`config.mk`:
```
export PLATFORM = sky130hd
export DESIGN_NAME = button_event_counter
export DESIGN_NICKNAME = d
export VERILOG_FILES = /design/src/rtl/button_event_counter.sv
export SDC_FILE = /design/constraint.sdc
export NUM_CORES = 1
export LEC_CHECK = 0
export CAP_MARGIN = 20
export CORE_MARGIN = 3
export CORE_UTILIZATION = 55
export CTS_CLUSTER_SIZE = 25
export DETAILED_ROUTE_END_ITERATION = 8
export PLACE_DENSITY = 0.88
export SLEW_MARGIN = 20
export SYNTH_ARGS = -nofsm -noshare
export SYNTH_HDL_FRONTEND = slang
export SYNTH_SLANG_ARGS = --single-unit
```
`constraint.sdc`:
```
create_clock -name clk -period 9.1 [get_ports clk]
set_input_delay 1.82 -clock clk [delete_from_list [all_inputs] [get_ports clk]]
set_output_delay 1.82 -clock clk [all_outputs]
set_load 0.01 [all_outputs]
```
`src/rtl/button_event_counter.sv`:
```
// Multi-channel button event counter: per-channel synchroniser, cycle-accurate debounce,
// press strobe and up/down event counter with wrap or saturate policy, all on one clock.
module button_event_counter #(
    parameter int N_CH     = 4,
    parameter int CNT_W    = 32,
    parameter int DEB_CYC  = 240_000,
    parameter bit SATURATE = 1'b0
) (
    input  logic                    clk,
    input  logic                    rst,
    input  logic [N_CH-1:0]         press,
    input  logic [N_CH-1:0]         dir,
    input  logic [N_CH-1:0]         clear,
    input  logic                    en,
    output logic [N_CH*CNT_W-1:0]   count,
    output logic [N_CH-1:0]         press_pulse,
    output logic [N_CH-1:0]         limit
);

    localparam int               DEB_W    = $clog2(DEB_CYC);
    localparam logic [DEB_W-1:0] DEB_LAST = DEB_W'(DEB_CYC - 1);
    localparam logic [CNT_W-1:0] CNT_MAX  = '1;

    genvar gi;
    generate
        for (gi = 0; gi < N_CH; gi++) begin : g_ch
            logic             sync1_reg;
            logic             sync_reg;
            logic             level_reg;
            logic [DEB_W-1:0] deb_cnt_reg;
            logic [CNT_W-1:0] count_reg;
            logic             pulse_reg;
            logic             limit_reg;
            logic             accept;
            logic             event_hit;
            logic [CNT_W-1:0] count_next;
            logic             limit_next;

            // New level accepted once sync has differed from it for DEB_CYC consecutive edges.
            assign accept    = (sync_reg != level_reg) && (deb_cnt_reg == DEB_LAST);
            assign event_hit = accept && sync_reg;

            always_comb begin
                count_next = count_reg;
                limit_next = 1'b0;
                if (clear[gi]) begin
                    count_next = '0;
                end else if (event_hit && en) begin
                    if (!dir[gi]) begin
                        if (count_reg == CNT_MAX) begin
                            limit_next = 1'b1;
                            count_next = SATURATE ? count_reg : '0;
                        end else begin
                            count_next = count_reg + CNT_W'(1);
                        end
                    end else begin
                        if (count_reg == '0) begin
                            limit_next = 1'b1;
                            count_next = SATURATE ? count_reg : CNT_MAX;
                        end else begin
                            count_next = count_reg - CNT_W'(1);
                        end
                    end
                end
            end

            always_ff @(posedge clk or posedge rst) begin
                if (rst) begin
                    sync1_reg   <= 1'b0;
                    sync_reg    <= 1'b0;
                    level_reg   <= 1'b0;
                    deb_cnt_reg <= '0;
                    count_reg   <= '0;
                    pulse_reg   <= 1'b0;
                    limit_reg   <= 1'b0;
                end else begin
                    sync1_reg <= press[gi];
                    sync_reg  <= sync1_reg;
                    if (sync_reg == level_reg) begin
                        deb_cnt_reg <= '0;
                    end else if (accept) begin
                        level_reg   <= sync_reg;
                        deb_cnt_reg <= '0;
                    end else begin
                        deb_cnt_reg <= deb_cnt_reg + DEB_W'(1);
                    end
                    pulse_reg <= event_hit;
                    count_reg <= count_next;
                    limit_reg <= limit_next;
                end
            end

            assign count[gi*CNT_W +: CNT_W] = count_reg;
            assign press_pulse[gi]          = pulse_reg;
            assign limit[gi]                = limit_reg;
        end
    endgenerate

endmodule
```
==> results of run 1 <==
-- power by group --
group,switching (µW),internal [µW],total [µW]
registers,9.35,986,995
logic,113,48.6,161
clock network,431,672,1100
-- layout make-up --
class	instances	area, µm²	area share
Multi-Input combinational cell	1537	9290	0.516
Clock inverter	14	186	0.0104
Sequential cell	220	5510	0.306
Timing Repair Buffer	169	1640	0.0914
Tap cell	372	465	0.0259
Inverter	46	180	0.0100
Clock buffer	33	718	0.0399
-- worst max path at each step --
stage            from  slack [ns]  cells past startpoint                     to
2_1_floorplan     rst        1.26                      1   g_ch[0].count_reg[0]
3_3_place_gp   dir[2]        4.33                      7   g_ch[2].count_reg[9]
3_5_place_dp   dir[2]        4.33                      8  g_ch[2].count_reg[31]
4_1_cts        dir[2]        4.86                      8  g_ch[2].count_reg[31]
5_1_grt        dir[3]        4.87                      7   g_ch[3].count_reg[7]
6_report       dir[2]        5.02                      8  g_ch[2].count_reg[31]
-- cell usage in the layout (no fill, tap or decap), drive strengths merged, types with 68 or more instances in the layout --
master,synthesis,routed
nor3,71,71
xor2,78,78
dfrtp,220,220
nand2,212,212
clkdlybuf4s50,0,150
nor2,224,224
a21oi,74,74
o21ai,130,130
xnor2,68,68
nand3,94,94
-- worst max-delay path, stage by stage --
cell	delay [ns]
clkdlybuf4s50_1	0.40
buf_4	0.27
inv_1	0.56
nand4_1	0.24
o311ai_4	0.75
a21oi_1	0.08
o21ai_0	0.17
o21ai_0	0.13
-- synth_stat cells, drive strengths merged, types with 17 or more instances --
library cell  count
nand2           212
nand4            43
xnor2            68
a221oi           23
xor2             78
inv              45
clkbuf          152
o21ai           130
or3              29
dfrtp           220
a21o             63
nor3             71
o221ai           17
and4             25
nor2            224
nor4             50
or4              20
nand3            94
a31oi            24
o31ai            22
and3             41
o21a             19
a21oi            74
-- through the flow --
| step | utilization | cells | power (µW) | setup WS, ns |
|---|---|---|---|---|
| floorplan | - | 1969 | 1120 | 1.26 |
| global placement | 0.623 | 2344 | 1160 | 4.33 |
| detailed placement | 0.623 | 2344 | 1170 | 4.33 |
| CTS | 0.656 | 2391 | 2280 | 4.86 |
| global route | 0.656 | 2391 | 2340 | 4.87 |
| finish | 0.656 | 2391 | 2260 | 5.02 |
-- per-layer routing --
metal / global-route usage / share of wire / vias to the layer above
met1: 0.366 / 0.41 / 7478
met5: 0 / 0 / -
met3: 0.0435 / 0.094 / 135
li1: - / - / 7206
met4: 0.0908 / 0.027 / 0
met2: 0.458 / 0.47 / 885
-- kinds of logic after synthesis --
kind of cell	count (synthesis)	synth area share
mux	2	0.00137
simple gates	892	0.289
xor+xnor	146	0.0821
flops	220	0.353
fa+ha+maj	16	0.0128
compound gates	481	0.207
buf+inv	212	0.0540
==> summary.txt, run 1 <==
Place
  – Port bufs: 150
  – Placed cell area: 0.0171 mm²
  – Post-DP HPWL: 28.6 mm
  – Placer Congestion: 0.926

Clocking
  – Clock Tree Root: clkbuf_16
  – CTS tree: built
  – Clock Sinks: 220
  – Reg clk slew, reported paths: 0.06 ns
  – Clk buf depth: 3
  – CTS Hold Bufs: 0
  – Clock latency on the worst-skew pair: 0.53 ns
  – Post-CTS setup buffer count: 0
  – CTS resizes: 0
  – Num CTS Buffers: 26
  – CTS HTree Levels: 1

Critical path
  – Register-to-Register Path Depth: 7
  – R2R Path Start: g_ch[2].count_reg[10]
  – R2R Setup Slk: 5.36 ns
  – Largest fanout on the critical path: 39
  – Worst setup SP type: input pin
  – Critical path type: in2reg
  – Worst path required time: 9.46 ns
  – Worst EP arrival: 4.44 ns
  – Nature of the critical path endpoint: register
  – Worst reg2reg path endpoint: g_ch[2].count_reg[17]

Drt
  – DRT Pass-1 Iters: 6
  – DR DRC count: 0
  – Routed wire length: 43.4 mm
  – Vias/cell: 6.57
  – Violation count after the first detailed-routing iteration: 1,958
  – Post-DR wirelength/cell: 18.2 µm
  – Vias after detailed routing: 15,700
  – Post-DRT Antenna Nets: 0

Die
  – # IOs: 151
  – Die X: 174 µm
  – Core area: 0.0274 mm²
  – Die H: 174 µm
  – Rows: 60
  – Starting density of the core: 0.569
  – Die Area: 0.0304 mm²

Synth
  – Post-synthesis cell count: 1,969
  – Ys async rst share: 1.00
  – EDFF count, synth: 0
  – Synth cell types: 80
  – Synth Register Bits: 220
  – Mapped Nets: 2,000
  – Synth Cell Area: 0.0156 mm²
  – Ys flop type: dfrtp_1
  – Main area contributors after synthesis: dfrtp_1, nor2_1, nand2_1
  – Area leader, netlist: dfrtp_1
  – Synth top area share: 0.353
  – Yosys warns: 0
  – Seq/Total Area, Yosys: 0.353
  – Synthesized area per cell: 7.91 µm²

Timing
  – Final period util: 0.448
  – Final TNS setup: 0 ns
  – Final Skew: 0.00995 ns
  – Max-slew violation count: 0
  – Final setup viols: 0
  – FMAX: 245 MHz
  – Max_slew headroom: 0.281
  – Worst slew pin tran: 1.07 ns
  – RSZ-0062 raised after global routing: false
  – Hold Vio Cnt, Final: 0
  – Hold Slack: 0.350 ns
  – Final min period: 4.08 ns

Pwr
  – Peak VDD IR: 0.128 mV
  – PwrDens: 126 mW/mm²
  – Leakage: 0.00805 µW

Cells and area
  – Share of cells above drive strength 1: 0.0485
  – Area growth from synthesis to layout: 15.4%
  – Nets: 2,031
  – Design area: 0.0180 mm²
  – Max reg flops: 128
  – FILL cells: 2,246
  – Antenna Cells: 0

Worst hold path
  – Hold WC Path Type: reg2reg
  – Worst Min Path Start: g_ch[2].sync1_reg
  – Hold Path Depth: 0
  – Hold path endpoint: g_ch[2].sync_reg

GRT
  – GRT Overall Usage: 0.274
  – Initial antenna violation count: 0
  – Vias in the first global route: 14,900
  – GRT Residual Overflow: 0
  – Largest net degree at the start of global routing: 87
  – First-pass GRT wire length: 72.4 mm

Job
  – Max-cap violations: 0

Outcome
  – Status: finished clean
(Power assumes the default switching activity.)
==> run 2, diff against run 1 <==
--- a/config.mk
+++ b/config.mk
@@ -7,10 +7,10 @@
 export LEC_CHECK = 0
 export CAP_MARGIN = 20
 export CORE_MARGIN = 3
-export CORE_UTILIZATION = 55
+export CORE_UTILIZATION = 53
 export CTS_CLUSTER_SIZE = 25
 export DETAILED_ROUTE_END_ITERATION = 8
-export PLACE_DENSITY = 0.88
+export PLACE_DENSITY = 0.89
 export SLEW_MARGIN = 20
 export SYNTH_ARGS = -nofsm -noshare
 export SYNTH_HDL_FRONTEND = slang
==> constraint.sdc (replaced) <==
create_clock -name clk -period 3.5 [get_ports clk]
set_input_delay 0.7 -clock clk [delete_from_list [all_inputs] [get_ports clk]]
set_output_delay 0.7 -clock clk [all_outputs]
set_load 0.01 [all_outputs]
==> summary.txt, run 2 (synthesis results as in run 1) <==
Pwr
  – Leakage: 0.00827 µW
  – Peak VDD IR: 0.270 mV
  – PwrDens: 324 mW/mm²

GRT
  – GRT Residual Overflow: 0
  – Vias in the first global route: 14,600
  – GRT Overall Usage: 0.267
  – First-pass GRT wire length: 72.0 mm
  – Largest net degree at the start of global routing: 70
  – Initial antenna violation count: 1

Clocking
  – CTS resizes: 0
  – CTS tree: built
  – Clock Sinks: 220
  – Clock latency on the worst-skew pair: 0.53 ns
  – Reg clk slew, reported paths: 0.06 ns
  – Clock Tree Root: clkbuf_16
  – Num CTS Buffers: 26
  – CTS Hold Bufs: 0
  – Post-CTS setup buffer count: 0
  – Clk buf depth: 3
  – CTS HTree Levels: 1

Die
  – Die H: 177 µm
  – Rows: 62
  – Core area: 0.0289 mm²
  – Die Area: 0.0315 mm²
  – # IOs: 151
  – Die X: 177 µm
  – Starting density of the core: 0.540

Place
  – Placer Congestion: 0.937
  – Port bufs: 150
  – Worst slack, placed: 0.423 ns
  – Post-DP HPWL: 29.8 mm

Timing
  – Hold Vio Cnt, Final: 0
  – RSZ-0062 raised after global routing: false
  – Max_slew headroom: 0.359
  – FMAX: 322 MHz
  – Max-slew violation count: 0
  – Final min period: 3.11 ns
  – Worst Slack Setup Final: 0.392 ns
  – Final TNS setup: 0 ns
  – Final period util: 0.888
  – Final setup viols: 0
  – Final Skew: 0.0174 ns
  – Worst slew pin tran: 0.958 ns

Drt
  – Post-DRT Antenna Nets: 0
  – Met2 WL: 20.5 mm
  – Met3 WL: 3.95 mm
  – Vias after detailed routing: 15,700
  – Violation count after the first detailed-routing iteration: 1,813
  – DRT Pass-1 Iters: 6
  – Vias/cell: 6.45
  – DR DRC count: 0
  – Post-Route M1 WL: 17.8 mm
  – Post-DR wirelength/cell: 17.8 µm
  – Routed wire length: 43.5 mm
  – Top Metal Used: met5

Worst hold path
  – Worst Min Path Start: g_ch[2].sync1_reg
  – Hold WC Path Type: reg2reg
  – Hold Path Depth: 0
  – Hold path endpoint: g_ch[2].sync_reg

Outcome
  – Status: finished clean

Cells and area
  – Antenna Cells: 0
  – Max reg flops: 128
  – Commonest non-fill, non-tap cells in the layout: nor2_1, dfrtp_1, nand2_1
  – Area growth from synthesis to layout: 17.6%
  – Share of cells above drive strength 1: 0.0657
  – Register area: 0.00551 mm²
  – FILL cells: 2,455
  – Multi-input logic area: 0.00926 mm²
  – Most common cell after layout, fill and taps aside: nor2_1
  – Nets: 2,069
  – Fin util: 0.635

Critical path
  – Register-to-Register Path Depth: 9
  – Worst setup SP type: register
  – Worst reg2reg path endpoint: g_ch[2].count_reg[23]
  – Critical path type: reg2reg
  – Critical path startpoint: g_ch[2].count_reg[0]
  – Worst path required time: 3.89 ns
  – Nature of the critical path endpoint: register
  – R2R Path Start: g_ch[2].count_reg[0]
  – Worst EP arrival: 3.50 ns
  – R2R Setup Slk: 0.39 ns
  – Largest fanout on the critical path: 19

Job
  – Max-cap violations: 0
[run 2: power by group]
part           leakage (µW)  switching, µW  internal, µW
registers           0.00305           25.0          2560
logic               0.00477            296           153
clock network      0.000455           1090          1820
[run 2: worst max-delay path by stage]
stage                                  endpoint
after detailed placement  g_ch[2].count_reg[23]
after global placement    g_ch[1].count_reg[29]
after floorplan            g_ch[0].count_reg[0]
after CTS                 g_ch[2].count_reg[23]
final                     g_ch[2].count_reg[23]
after global routing      g_ch[2].count_reg[23]
[run 2: cell type report]
class | count | share of cell area
Clock inverter | 11 | 0.00874
Tap cell | 384 | 0.0262
Inverter | 46 | 0.00963
Clock buffer | 35 | 0.0418
Sequential cell | 220 | 0.300
Timing Repair Buffer | 207 | 0.108
Multi-Input combinational cell | 1537 | 0.505
[run 2: worst max-delay path: stages (launching register included)]
cell and delay (ns):
dfrtp_1 0.52, ha_1 0.27, nand4_1 0.24, or3_1 0.57, or4_1 0.57, o211ai_2 0.16
buf_4 0.27, nor3_1 0.09, o21ai_0 0.17, o31ai_1 0.10
[run 2: per-layer routing]
metal | up-vias | track usage
met2 | 829 | 0.440
li1 | 7274 | -
met5 | - | 0
met4 | 2 | 0.0815
met1 | 7491 | 0.361
met3 | 141 | 0.0462
[run 2: through the flow]
step | cells | hold WS [ns] | total power, µW | instance area [µm²]
final | 2440 | 0.347 | 5940 | 18300
after global routing | 2440 | 0.361 | 6150 | 18300
after CTS | 2440 | 0.348 | 6000 | 18300
after detailed placement | 2394 | 0.335 | 3070 | 17400
after global placement | 2394 | 0.339 | 3060 | 17400
after floorplan | 1969 | 0.331 | 2910 | 15600
==> run 3, diff against run 2 <==
--- a/config.mk
+++ b/config.mk
@@ -10,8 +10,8 @@
 export CORE_UTILIZATION = 53
 export CTS_CLUSTER_SIZE = 25
 export DETAILED_ROUTE_END_ITERATION = 8
-export PLACE_DENSITY = 0.89
-export SLEW_MARGIN = 20
+export PLACE_DENSITY = 0.77
+export SLEW_MARGIN = 10
 export SYNTH_ARGS = -nofsm -noshare
 export SYNTH_HDL_FRONTEND = slang
 export SYNTH_SLANG_ARGS = --single-unit
==> summary.txt, run 3 (synthesis results as in run 1) <==
Outcome
  – Status: finished clean

Clocking
  – CTS tree: built
  – Post-CTS setup buffer count: 0
  – Num CTS Buffers: 25
  – Clock Sinks: 220
  – Clock Tree Root: clkbuf_16
  – CTS HTree Levels: 1
  – CTS resizes: 0
  – Clk buf depth: 3
  – CTS Hold Bufs: 0
  – Reg clk slew, reported paths: 0.06 ns
  – Clock latency on the worst-skew pair: 0.54 ns

Die
  – Rows: 62
  – Die H: 177 µm
  – Die X: 177 µm
  – # IOs: 151
  – Starting density of the core: 0.540
  – Core area: 0.0289 mm²
  – Die Area: 0.0315 mm²

Timing
  – Final Skew: 0.0170 ns
  – Final min period: 3.20 ns
  – Final setup viols: 0
  – RSZ-0062 raised after global routing: false
  – Max_slew headroom: 0.313
  – Final period util: 0.916
  – Max-slew violation count: 0
  – Hold Vio Cnt, Final: 0
  – Worst slew pin tran: 1.03 ns
  – FMAX: 312 MHz
  – Worst Slack Setup Final: 0.295 ns

GRT
  – Vias in the first global route: 14,600
  – Busiest layer in global routing: met2
  – First-pass GRT wire length: 72.0 mm
  – Initial antenna violation count: 0
  – Largest net degree at the start of global routing: 61
  – Met2 usage: 0.442
  – GRT Overall Usage: 0.270
  – GRT Residual Overflow: 0
  – Routing usage on met3: 0.0415
  – GR met1 Demand/Resource: 0.366

Drt
  – Routed wire length: 43.3 mm
  – Post-DRT Antenna Nets: 0
  – DR DRC count: 0
  – Post-DR wirelength/cell: 17.8 µm
  – Vias/cell: 6.32
  – Vias after detailed routing: 15,400
  – DRT Pass-1 Iters: 6
  – Violation count after the first detailed-routing iteration: 1,543

Critical path
  – Critical path type: reg2reg
  – Worst EP arrival: 3.68 ns
  – Slowest CP cell: or4_1
  – Nature of the critical path endpoint: register
  – R2R Path Start: g_ch[1].count_reg[27]
  – Critical Path End: g_ch[1].count_reg[30]
  – Worst setup SP type: register
  – Worst path cell trace: or4_1 > or4_1 > nor4_2 > nor2_1 > buf_4 > o21a_1 > a211oi_1 > a21o_1
  – R2R Setup Slk: 0.30 ns
  – Register-to-Register Path Depth: 8
  – Largest fanout on the critical path: 11
  – Worst reg2reg path endpoint: g_ch[1].count_reg[30]
  – Crit-path max cell delay: 0.63 ns
  – CP dominant cell by count: or4_1
  – Critical path startpoint: g_ch[1].count_reg[27]
  – Worst path required time: 3.98 ns

Worst hold path
  – Hold WC Path Type: reg2reg
  – Hold Path Depth: 0

Pwr
  – Leakage: 0.00823 µW
  – PwrDens: 322 mW/mm²
  – Peak VDD IR: 0.262 mV

Cells and area
  – Commonest non-fill, non-tap cells in the layout: nor2_1, dfrtp_1, nand2_1
  – Design area: 0.0183 mm²
  – Area growth from synthesis to layout: 17.4%
  – Most common cell after layout, fill and taps aside: nor2_1
  – Max reg flops: 128
  – Nets: 2,064
  – Antenna Cells: 0
  – Share of cells above drive strength 1: 0.0634
  – Fin util: 0.634

Place
  – Post-DP HPWL: 29.6 mm
  – Worst slack, placed: 0.373 ns
  – Placer Congestion: 0.961
  – Port bufs: 150
  – Placed cell area: 0.0174 mm²

Job
  – Max-cap violations: 0
[run 3: cell types whose count changed in the layout (fill, tap and decap cells not counted), moves of 2 or more]
cell | previous run | this run
clkbuf_8 | 6 | 4
buf_4 | 53 | 47
clkbuf_16 | 27 | 25
o311ai_2 | 0 | 2
o311ai_1 | 2 | 0
[run 3: how the worst min path moves through the flow]
| stage | start | to | slack, ns |
|---|---|---|---|
| 2_1_floorplan | g_ch[0].sync1_reg | g_ch[0].sync_reg | 0.33 |
| 3_3_place_gp | g_ch[3].sync1_reg | g_ch[3].sync_reg | 0.34 |
| 3_5_place_dp | g_ch[1].sync1_reg | g_ch[1].sync_reg | 0.34 |
| 4_1_cts | g_ch[3].sync1_reg | g_ch[3].sync_reg | 0.35 |
| 5_1_grt | g_ch[3].sync1_reg | g_ch[3].sync_reg | 0.35 |
| 6_report | g_ch[3].sync1_reg | g_ch[3].sync_reg | 0.35 |
[run 3: layout make-up]
cell class,instances,area (µm²)
clock buffer,32,692
clock inverter,13,201
fill,2535,10600
inverter,46,176
multi-input combinational,1537,9270
sequential,220,5510
tap,384,480
timing repair buffer,203,1970
[run 3: report_power, final]
| part | total, µW | internal, µW | switching, µW |
|---|---|---|---|
| Combinational | 444 | 149 | 295 |
| Clock | 2860 | 1760 | 1100 |
| Sequential | 2590 | 2560 | 23.9 |
| Total | 5890 | 4470 | 1420 |
[run 3: metal layers]
| metal | up-vias | routed length (µm) |
|---|---|---|
| li1 | 7253 | - |
| met3 | 108 | 2990 |
| met1 | 7409 | 18700 |
| met5 | - | 0 |
| met2 | 610 | 20500 |
| met4 | 0 | 1050 |
[run 3: critical path: cells and delay by family (launching register included)]
kind            cells  cell delay (ns)
buf+inv             1             0.25
simple gates        4             1.96
flops               1             0.47
compound gates      3             0.45
[run 3: through the flow]
| step | TNS (ns) | instances | hold WS [ns] | total power, µW |
|---|---|---|---|---|
| after floorplan | -14.98 | 1969 | 0.331 | 2910 |
| after global placement | 0 | 2389 | 0.339 | 3060 |
| after detailed placement | 0 | 2390 | 0.336 | 3070 |
| after CTS | 0 | 2435 | 0.351 | 5960 |
| after global routing | 0 | 2435 | 0.352 | 6120 |
| final | 0 | 2435 | 0.348 | 5890 |
